--- config.mk ---
export PLATFORM = sky130hd
export DESIGN_NAME = sprite_bus_driver_arb
export DESIGN_NICKNAME = d
export VERILOG_FILES = /design/src/rtl/sprite_bus_pkg.sv /design/src/rtl/sprite_bus_driver_arb_rr_arbiter.sv /design/src/rtl/sprite_bus_driver_arb.sv
export SDC_FILE = /design/constraint.sdc
export NUM_CORES = 1
export LEC_CHECK = 0
export CAP_MARGIN = 20
export CORE_ASPECT_RATIO = 0.8
export CORE_MARGIN = 5
export CORE_UTILIZATION = 43
export CTS_BUF_LIST = sky130_fd_sc_hd__clkbuf_8
export CTS_CLUSTER_DIAMETER = 200
export CTS_CLUSTER_SIZE = 20
export DETAILED_ROUTE_END_ITERATION = 10
export HOLD_SLACK_MARGIN = 0.1
export PLACE_DENSITY = 0.94
export SKIP_LAST_GASP = 1
export SYNTH_ARGS = -nofsm -noshare
export SYNTH_HDL_FRONTEND = slang
export SYNTH_SLANG_ARGS = --single-unit
--- constraint.sdc ---
create_clock -name clk -period 2.8 [get_ports clk]
set_clock_uncertainty 0.2 [all_clocks]
set_input_delay 0.56 -clock clk [delete_from_list [all_inputs] [get_ports clk]]
set_output_delay 0.56 -clock clk [all_outputs]
set_load 0.03 [all_outputs]
--- src/rtl/sprite_bus_pkg.sv ---
// sprite_bus_pkg: shared state encoding, defaults and sizing helper for the sprite bus
package sprite_bus_pkg;
  localparam int DEF_WIDTH = 16;
  localparam int DEF_CHANNELS = 4;
  typedef enum logic [1:0] {IDLE, DRIVE, SAMPLE, TURN} state_t;
  function automatic int clog2(input int v);
    int r;
    r = 0;
    for (int i = 0; i < 31; i++) if ((1 << i) < v) r = i + 1;
    return r;
  endfunction
endpackage

--- src/rtl/sprite_bus_driver_arb_rr_arbiter.sv ---
// rr_arbiter: picks the first requester at or above ptr, wrapping, as one-hot and index
module rr_arbiter
  import sprite_bus_pkg::*;
#(
  parameter int CHANNELS = DEF_CHANNELS,
  parameter int IW = clog2(CHANNELS)
) (
  input  logic [CHANNELS-1:0] req,
  input  logic [IW-1:0]       ptr,
  output logic [CHANNELS-1:0] onehot,
  output logic [IW-1:0]       idx,
  output logic                valid
);
  // scan offsets from the far end down so the nearest requester after ptr wins
  always_comb begin
    idx = '0;
    for (int k = CHANNELS - 1; k >= 0; k--)
      if (req[(int'(ptr) + k) % CHANNELS]) idx = IW'((int'(ptr) + k) % CHANNELS);
  end
  assign valid = |req;
  assign onehot = valid ? {{(CHANNELS-1){1'b0}}, 1'b1} << idx : '0;
endmodule

--- src/rtl/sprite_bus_driver_arb.sv ---
// sprite_bus_driver_arb: round-robin owner of the shared sprite data bus with turnaround gaps
module sprite_bus_driver_arb
  import sprite_bus_pkg::*;
#(
  parameter int WIDTH = DEF_WIDTH,
  parameter int CHANNELS = DEF_CHANNELS,
  parameter int HOLD_CYCLES = 2,
  parameter int TURNAROUND = 1
) (
  input  logic                      clk,
  input  logic                      reset_n,
  input  logic [CHANNELS-1:0]       req,
  input  logic [CHANNELS-1:0]       wr,
  input  logic [CHANNELS*WIDTH-1:0] wdata,
  output logic [CHANNELS-1:0]       ack,
  output logic [WIDTH-1:0]          rdata,
  output logic [CHANNELS-1:0]       grant,
  output logic                      bus_oe,
  output logic [WIDTH-1:0]          bus_dout,
  input  logic [WIDTH-1:0]          bus_din,
  output logic                      busy
);
  localparam int IW = clog2(CHANNELS);
  localparam int MAXC = HOLD_CYCLES > TURNAROUND ? HOLD_CYCLES : TURNAROUND;
  localparam int CW = clog2(MAXC + 1);
  state_t state;
  logic [1:0] rs;
  logic [CW-1:0] cnt;
  logic [IW-1:0] ptr, widx;
  logic [CHANNELS-1:0] wone;
  logic wvalid;
  rr_arbiter #(.CHANNELS(CHANNELS), .IW(IW)) u_arb (
    .req(req),
    .ptr(ptr),
    .onehot(wone),
    .idx(widx),
    .valid(wvalid)
  );
  assign busy = state != IDLE;
  // release of reset is retimed here; arbitration waits until rs[1] is set
  always_ff @(posedge clk or negedge reset_n)
    if (!reset_n) rs <= '0;
    else rs <= {rs[0], 1'b1};
  // bus ownership FSM; the owner's wr and wdata are frozen into state and bus_dout at grant
  always_ff @(posedge clk or negedge reset_n)
    if (!reset_n) begin
      state <= IDLE;
      cnt <= '0;
      ptr <= '0;
      grant <= '0;
      ack <= '0;
      bus_oe <= 1'b0;
      bus_dout <= '0;
      rdata <= '0;
    end else begin
      case (state)
        IDLE:
          if (rs[1] && wvalid) begin
            grant <= wone;
            ptr <= (widx == IW'(CHANNELS - 1)) ? '0 : widx + 1'b1;
            cnt <= CW'(HOLD_CYCLES - 1);
            ack <= (HOLD_CYCLES == 1) ? wone : '0;
            if (wr[widx]) begin
              state <= DRIVE;
              bus_oe <= 1'b1;
              bus_dout <= wdata[widx*WIDTH +: WIDTH];
            end else begin
              state <= SAMPLE;
              if (HOLD_CYCLES == 1) rdata <= bus_din;
            end
          end
        DRIVE, SAMPLE:
          if (cnt == '0) begin
            grant <= '0;
            ack <= '0;
            bus_oe <= 1'b0;
            bus_dout <= '0;
            state <= (state == DRIVE && TURNAROUND > 0) ? TURN : IDLE;
            cnt <= CW'(TURNAROUND > 0 ? TURNAROUND - 1 : 0);
          end else begin
            cnt <= cnt - 1'b1;
            ack <= (cnt == CW'(1)) ? grant : '0;
            if (state == SAMPLE && cnt == CW'(1)) rdata <= bus_din;
          end
        TURN:
          if (cnt == '0) state <= IDLE;
          else cnt <= cnt - 1'b1;
        default: state <= IDLE;
      endcase
    end
endmodule

==> results.yml, run 1 <==
cts:
  clkTransAtPathRegs_ns: 0.10
  clock-root-buffer: "clkbuf_8"
  htree_levels: 2
  clock-sinks: 49
  clk_path_buf_depth: 2
  clock_latency_ns: 0.30
  tritoncts: "yes"
  cts_buffers: 5
critical_path:
  r2r_cells: 8
  ff2ff_setup_slack_ns: 0.39
  crit_path_max_incr_delay_ns: 0.44
  cp.required_ns: 2.78
  cp_top_family: "buffers and inverters"
  arrival_ns: 2.70
  crit_slowest_cell: "clkdlybuf4s50_1"
  r2r-end: "bus_dout[10]$_DFFE_PN0P_"
  crit_chain: "clkdlybuf4s50_1, nor2b_1, a221o_2, and2_4, mux2i_2, a221oi_4, buf_4, mux2_4"
  cp-start-kind: "primary input"
  r2r_start: "state[0]$_DFFE_PN0P_"
  critPathBufInv: 2
  cp_max_fo: 8
  path_class: "primary input to register"
  crit_path_end_kind: "register"
final_layout:
  fin_util_pct: 69.7
  final_cells: 495
  areaGrowthSynthToFinish_pct: 58.1
  diodes: 0
  layout_common_cells: "129 x clkdlybuf4s50_1, 51 x nand2_1, 49 x dfrtp_1"
  final_common_cell: "clkdlybuf4s50_1"
  finalNetCount: 512
  drive_gt1_share_pct: 18.0
grt:
  use_met1_pct: 23.9
  overflow: 0
  grt_first_pass_wirelength_um: 13200
  met3_usage_pct: 6.13
  grt-busiest-layer: "met2"
  grt_start_max_net_pins: 34
  grt_usage_pct: 20.0
  met2_usage_pct: 35.0
  antenna_found_initial: 0
  grt_pass1_vias: 2839
route:
  drt_first_pass_iters: 4
  drtAntennaViolNets: 0
  post_drt_wl_per_cell_um: 16.5
  first_iter_violations: 115
  drt-total-wl_um: 8180
  drt-vias-per-instance: 5.31
  routed-via-count: 2628
  post-route-drc-count: 0
synth:
  synth_seq_cells: 49
  async_flop_share_pct: 100
  ys_warn_count: 0
  syn_area_sq_mm: 0.00280
  synth.distinct_cells: 34
  synth-edff-count: 0
  yosysSeqAreaShare_pct: 43.9
  synthCells: 263
  synth_flop_cell: "dfrtp_1"
  syn_avg_cell_area_sq_um: 10.6
  syn-num-nets: 365
status:
  outcome: "completed"
floorplanning:
  fp.dieW_um: 100
  die_y_um: 82.1
  die-area_sq_mm: 0.00822
  start_util_pct: 44.1
  core_area_sq_mm: 0.00634
  rows: 26
  io_pins: 132
timing:
  setup_viol: 0
  fmax_ghz: 0.367
  slew_headroom_pct: 66.9
  hold_viol: 0
  period_share_pct: 97.3
  whs_ns: 0.161
  rsz0062_at_grt: "false"
  tightest_slew_ns: 0.490
  slew_violations: 0
  min_period_ns: 2.72
min_path:
  hold_path.class: "register to register"
  min-delay-start: "rs[0]$_DFF_PN0_"
  whs_path_depth: 0
  whs_endpoint: "rs[1]$_DFF_PN0_"
placed_design:
  io_buffers: 131
  placed_cells: 486
  hpwl_um: 6690
  gp_congestion: 0.873
power_and_ir_drop:
  peakVddDrop_uv: 476
  power_uw: 4790
  powerDensity_mw_per_mm2: 1080
  p_leak_uw: 0.00187
flow_run:
  drv_cap: 0
through the flow:
stage,setup slack (ns),TNS [ns],area [sq um]
after global placement,-0.190,-3.26,4310
after global routing,0.0228,0,4420
after CTS,0.0616,0,4420
after floorplan,0.00284,0,2800
after detailed placement,-0.320,-4.77,4310
final,0.0770,0,4420
registers in the layout, summed over array words and instances (netlist names):
signal    cells
ack           4
bus_dout     16
bus_oe        1
cnt           2
grant         4
ptr           2
rdata        16
rs            2
state         2
area by class of cell:
type,count,area [sq um]
Clock buffer,5,68.8
Sequential cell,49,1230
Inverter,10,37.5
Multi-Input combinational cell,189,1470
Fill cell,480,1920
Tap cell,84,105
Timing Repair Buffer,155,1500
Clock inverter,3,21.3
cell usage after synthesis (4+ instances only):
master / n / area, sq um
ha_1: 12 / 150
mux2_4: 9 / 135
a22o_1: 4 / 35.0
dfrtp_1: 49 / 1230
nand2_1: 51 / 191
o21ai_0: 10 / 50.1
clkbuf_1: 12 / 45.0
nor2_1: 7 / 26.3
inv_1: 9 / 33.8
a311oi_1: 16 / 140
mux2_2: 25 / 282
a211oi_1: 16 / 120
a21boi_0: 16 / 120
cells by family after synthesis:
group	count (synthesis)	synth area share, %
simple gates	65	9.58
mux	38	16.6
flops	49	43.9
other cells	1	0.134
buf+inv	25	3.94
compound gates	73	20.5
fa+ha+maj	12	5.37
per-layer routing:
| layer | routed length, um | share of wire, % |
|---|---|---|
| met1 | 3250 | 40 |
| met2 | 4100 | 50 |
| met5 | 0 | 0 |
| met3 | 665 | 8.1 |
| met4 | 163 | 2.0 |
worst register-to-register path: cells and delay by family, from the launching register on:
| kind | cells | cell delay (ns) |
|---|---|---|
| buffers and inverters | 3 | 0.51 |
| multiplexers | 1 | 0.32 |
| adder cells (fa/ha/maj) | 1 | 0.27 |
| AO/OA/AOI/OAI | 2 | 0.42 |
| flip-flops | 1 | 0.44 |
| AND/OR/NAND/NOR | 1 | 0.14 |
worst max path at each step:
stage                              start                       end  slack, ns  cells after the start
global placement                  req[2]   bus_dout[3]$_DFFE_PN0P_      -0.19                      8
global route                      req[0]      grant[0]$_DFFE_PN0P_       0.02                     11
CTS                 state[0]$_DFFE_PN0P_                      busy       0.06                      4
finish                            req[2]  bus_dout[10]$_DFFE_PN0P_       0.08                      8
floorplan                         req[2]  bus_dout[10]$_DFFE_PN0P_      0.003                      8
detailed placement                req[0]      grant[0]$_DFFE_PN0P_      -0.32                     11
report_power, final:
group / leakage (uW) / switching (uW) / internal (uW) / total [uW]
sequential: 0.000611 / 194 / 1010 / 1210
clock: 0.0000445 / 238 / 178 / 415
combinational: 0.00121 / 1670 / 1490 / 3160
timing repair:
item	in CTS	in global routing
gates resized for setup	1	1
hold buffers	1	0
pin swaps	0	0
endpoints found under the hold margin	16	0
setup endpoints to repair	1	1
cloned	0	0
buffers inserted	0	0
No activity file was read; power rests on OpenSTA's default activity.
==> run 2, diff against run 1 <==
--- a/config.mk
+++ b/config.mk
@@ -14,8 +14,9 @@
 export CTS_CLUSTER_SIZE = 20
 export DETAILED_ROUTE_END_ITERATION = 10
 export HOLD_SLACK_MARGIN = 0.1
-export PLACE_DENSITY = 0.94
+export PLACE_DENSITY = 0.93
 export SKIP_LAST_GASP = 1
 export SYNTH_ARGS = -nofsm -noshare
 export SYNTH_HDL_FRONTEND = slang
+export SYNTH_HIERARCHICAL = 1
 export SYNTH_SLANG_ARGS = --single-unit
==> run 2 against run 1 <==
  * Wire length decreased by 7.4%
  * Die area up 1.0%
  * Fmax up 3.3%
  * Area after synthesis up 1.2%
==> results.yml, run 2 <==
critical_path:
  cp-start-kind: "primary input"
  crit_path_max_incr_delay_ns: 0.52
  arrival_ns: 2.61
  crit_slowest_cell: "mux4_2"
  ff2ff_setup_slack_ns: 0.38
  crit_path_end_kind: "register"
  cp_top_family: "buffers and inverters"
  cp.required_ns: 2.78
  crit_chain: "clkdlybuf4s50_1, buf_4, a21boi_1, o22ai_1, a31oi_4, buf_12, mux4_2, nand2b_1, o21ai_0"
  critPathBufInv: 3
  cp_max_fo: 16
  path_class: "primary input to register"
final_layout:
  areaGrowthSynthToFinish_pct: 54.8
  finalNetCount: 482
  multi_input_area_sq_mm: 0.00145
  regArea_sq_mm: 0.00123
  layout_common_cells: "130 x clkdlybuf4s50_1, 49 x dfrtp_1, 33 x o21ai_0"
  final_cells: 467
  fill_cells: 495
  stdcell_area_sq_mm: 0.00438
  reg.largest.list: "bus_dout x16, rdata x16"
  drive_gt1_share_pct: 20.1
  diodes: 0
  final_common_cell: "clkdlybuf4s50_1"
route:
  post_drt_wl_per_cell_um: 16.2
  routed-via-count: 2463
  drtAntennaViolNets: 0
  drt-total-wl_um: 7570
  first_iter_violations: 70
  post-route-drc-count: 0
  drt-vias-per-instance: 5.27
  drt_first_pass_iters: 5
synth:
  ys_top_cells_by_count: "49 x dfrtp_1, 33 x o21ai_0, 18 x mux2_2, 18 x nand2b_1"
  synthTopCellsByArea: "dfrtp_1 43%, mux4_2 13%, mux2_2 7.2%"
  yosysTopAreaCell: "dfrtp_1"
  synth_flop_cell: "dfrtp_1"
  syn-num-nets: 343
  synth-edff-count: 0
  ys_warn_count: 6
  synth_top_area_share_pct: 43.4
  synth_seq_cells: 49
  yosysMostFrequentCell: "dfrtp_1"
  async_flop_share_pct: 100
  synth.distinct_cells: 38
  synthCells: 244
  syn_avg_cell_area_sq_um: 11.6
  syn_area_sq_mm: 0.00283
  yosysSeqAreaShare_pct: 43.4
power_and_ir_drop:
  p_leak_uw: 0.00180
  peakVddDrop_uv: 470
  powerDensity_mw_per_mm2: 1060
cts:
  postCtsSetupBuffers: 0
  clk_path_buf_depth: 2
  clock-root-buffer: "clkbuf_8"
  hold_buffers: 0
  htree_levels: 2
  cts_resized: 0
  clock-sinks: 49
  cts_buffers: 5
  tritoncts: "yes"
  clkTransAtPathRegs_ns: 0.08
  clock_latency_ns: 0.30
floorplanning:
  rows: 26
  start_util_pct: 44.3
  io_pins: 132
  die_y_um: 82.5
  fp.dieW_um: 101
  die-area_sq_mm: 0.00831
  core_area_sq_mm: 0.00638
placed_design:
  placed_cells: 460
  dp_slack_ns: -0.193
  io_buffers: 131
  gp_congestion: 0.770
  place_area_sq_mm: 0.00428
  hpwl_um: 6220
timing:
  slew_violations: 0
  fin_ws_ns: 0.163
  slew_headroom_pct: 59.9
  period_share_pct: 94.2
  tightest_slew_ns: 0.602
  rsz0062_at_grt: "false"
  final.setup.tns_ns: 0
  whs_ns: 0.150
  fmax_ghz: 0.379
  min_period_ns: 2.64
  hold_viol: 0
  setup_viol: 0
grt:
  use_met1_pct: 19.5
  grt_first_pass_wirelength_um: 12000
  grt_pass1_vias: 2608
  met2_usage_pct: 34.8
  antenna_found_initial: 0
  grt-busiest-layer: "met2"
  grt_start_max_net_pins: 50
  met3_usage_pct: 6.72
  overflow: 0
  grt_usage_pct: 18.4
flow_run:
  drv_cap: 0
status:
  outcome: "completed"
min_path:
  hold_path.class: "primary input to async pin"
==> run 2: changes by cell type after synthesis, moves of 8 or more <==
cell	change
a211oi_1	-16
o21ai_0	+23
nand2b_1	+17
a311oi_1	-16
o21ai_2	+9
nand2_1	-35
a21boi_0	-15
clkbuf_1	-8
mux4_2	+16
mux2_4	-8
==> run 2: routing by layer <==
layer	part of all wire (%)	up-vias	wire (um)
li1	-	1151	-
met1	36	1190	2710
met2	53	109	4030
met3	9.5	13	719
met4	1.6	0	119
met5	0	-	0
==> run 2: cells by family (layout without fill, tap and decap cells) <==
kind of cell	after synthesis	in the layout	share of synthesized area (%)
AOI/OAI and AO/OA	71	71	16.2
adders and majority gates	9	9	3.98
buffers and inverters	27	166	6.19
DFF	49	49	43.4
muxes	38	38	21.5
other	1	1	0.133
and+or+nand+nor	49	49	8.67
==> run 2: report_power, final <==
group,switching [uW],internal (uW),leakage (uW)
Clock,228,196,0.0000433
Combinational,1590,1420,0.00114
Sequential,187,1000,0.000615
Total,2010,2620,0.00180
==> run 2: final cells by class <==
class	instances	area share, %
timing repair buffer	150	33.7
tap	84	2.40
inverter	9	0.772
clock buffer	6	1.89
multi-input combinational	168	33.1
sequential	49	28.0
clock inverter	1	0.172
==> run 2: worst paths after layout <==
check	startpoint	endpoint	cells past startpoint
max	req[0]	bus_dout[0]$_DFFE_PN0P_	9
min	reset_n	grant[3]$_DFFE_PN0P_	2
max reg2reg	ptr[1]$_DFFE_PN0P_	bus_dout[0]$_DFFE_PN0P_	8
min reg2reg	rs[0]$_DFF_PN0_	rs[1]$_DFF_PN0_	0
max in group asynchronous	reset_n	rdata[8]$_DFFE_PN0P_	2
min in group clk	rs[0]$_DFF_PN0_	rs[1]$_DFF_PN0_	0
==> run 2: metrics by stage <==
step / power (uW) / utilization [%]
after floorplan: 3170 / -
after CTS: 4670 / 68.5
after detailed placement: 4250 / 67.1
after global routing: 4940 / 68.6
final: 4630 / 68.6
after global placement: 4110 / 67.1
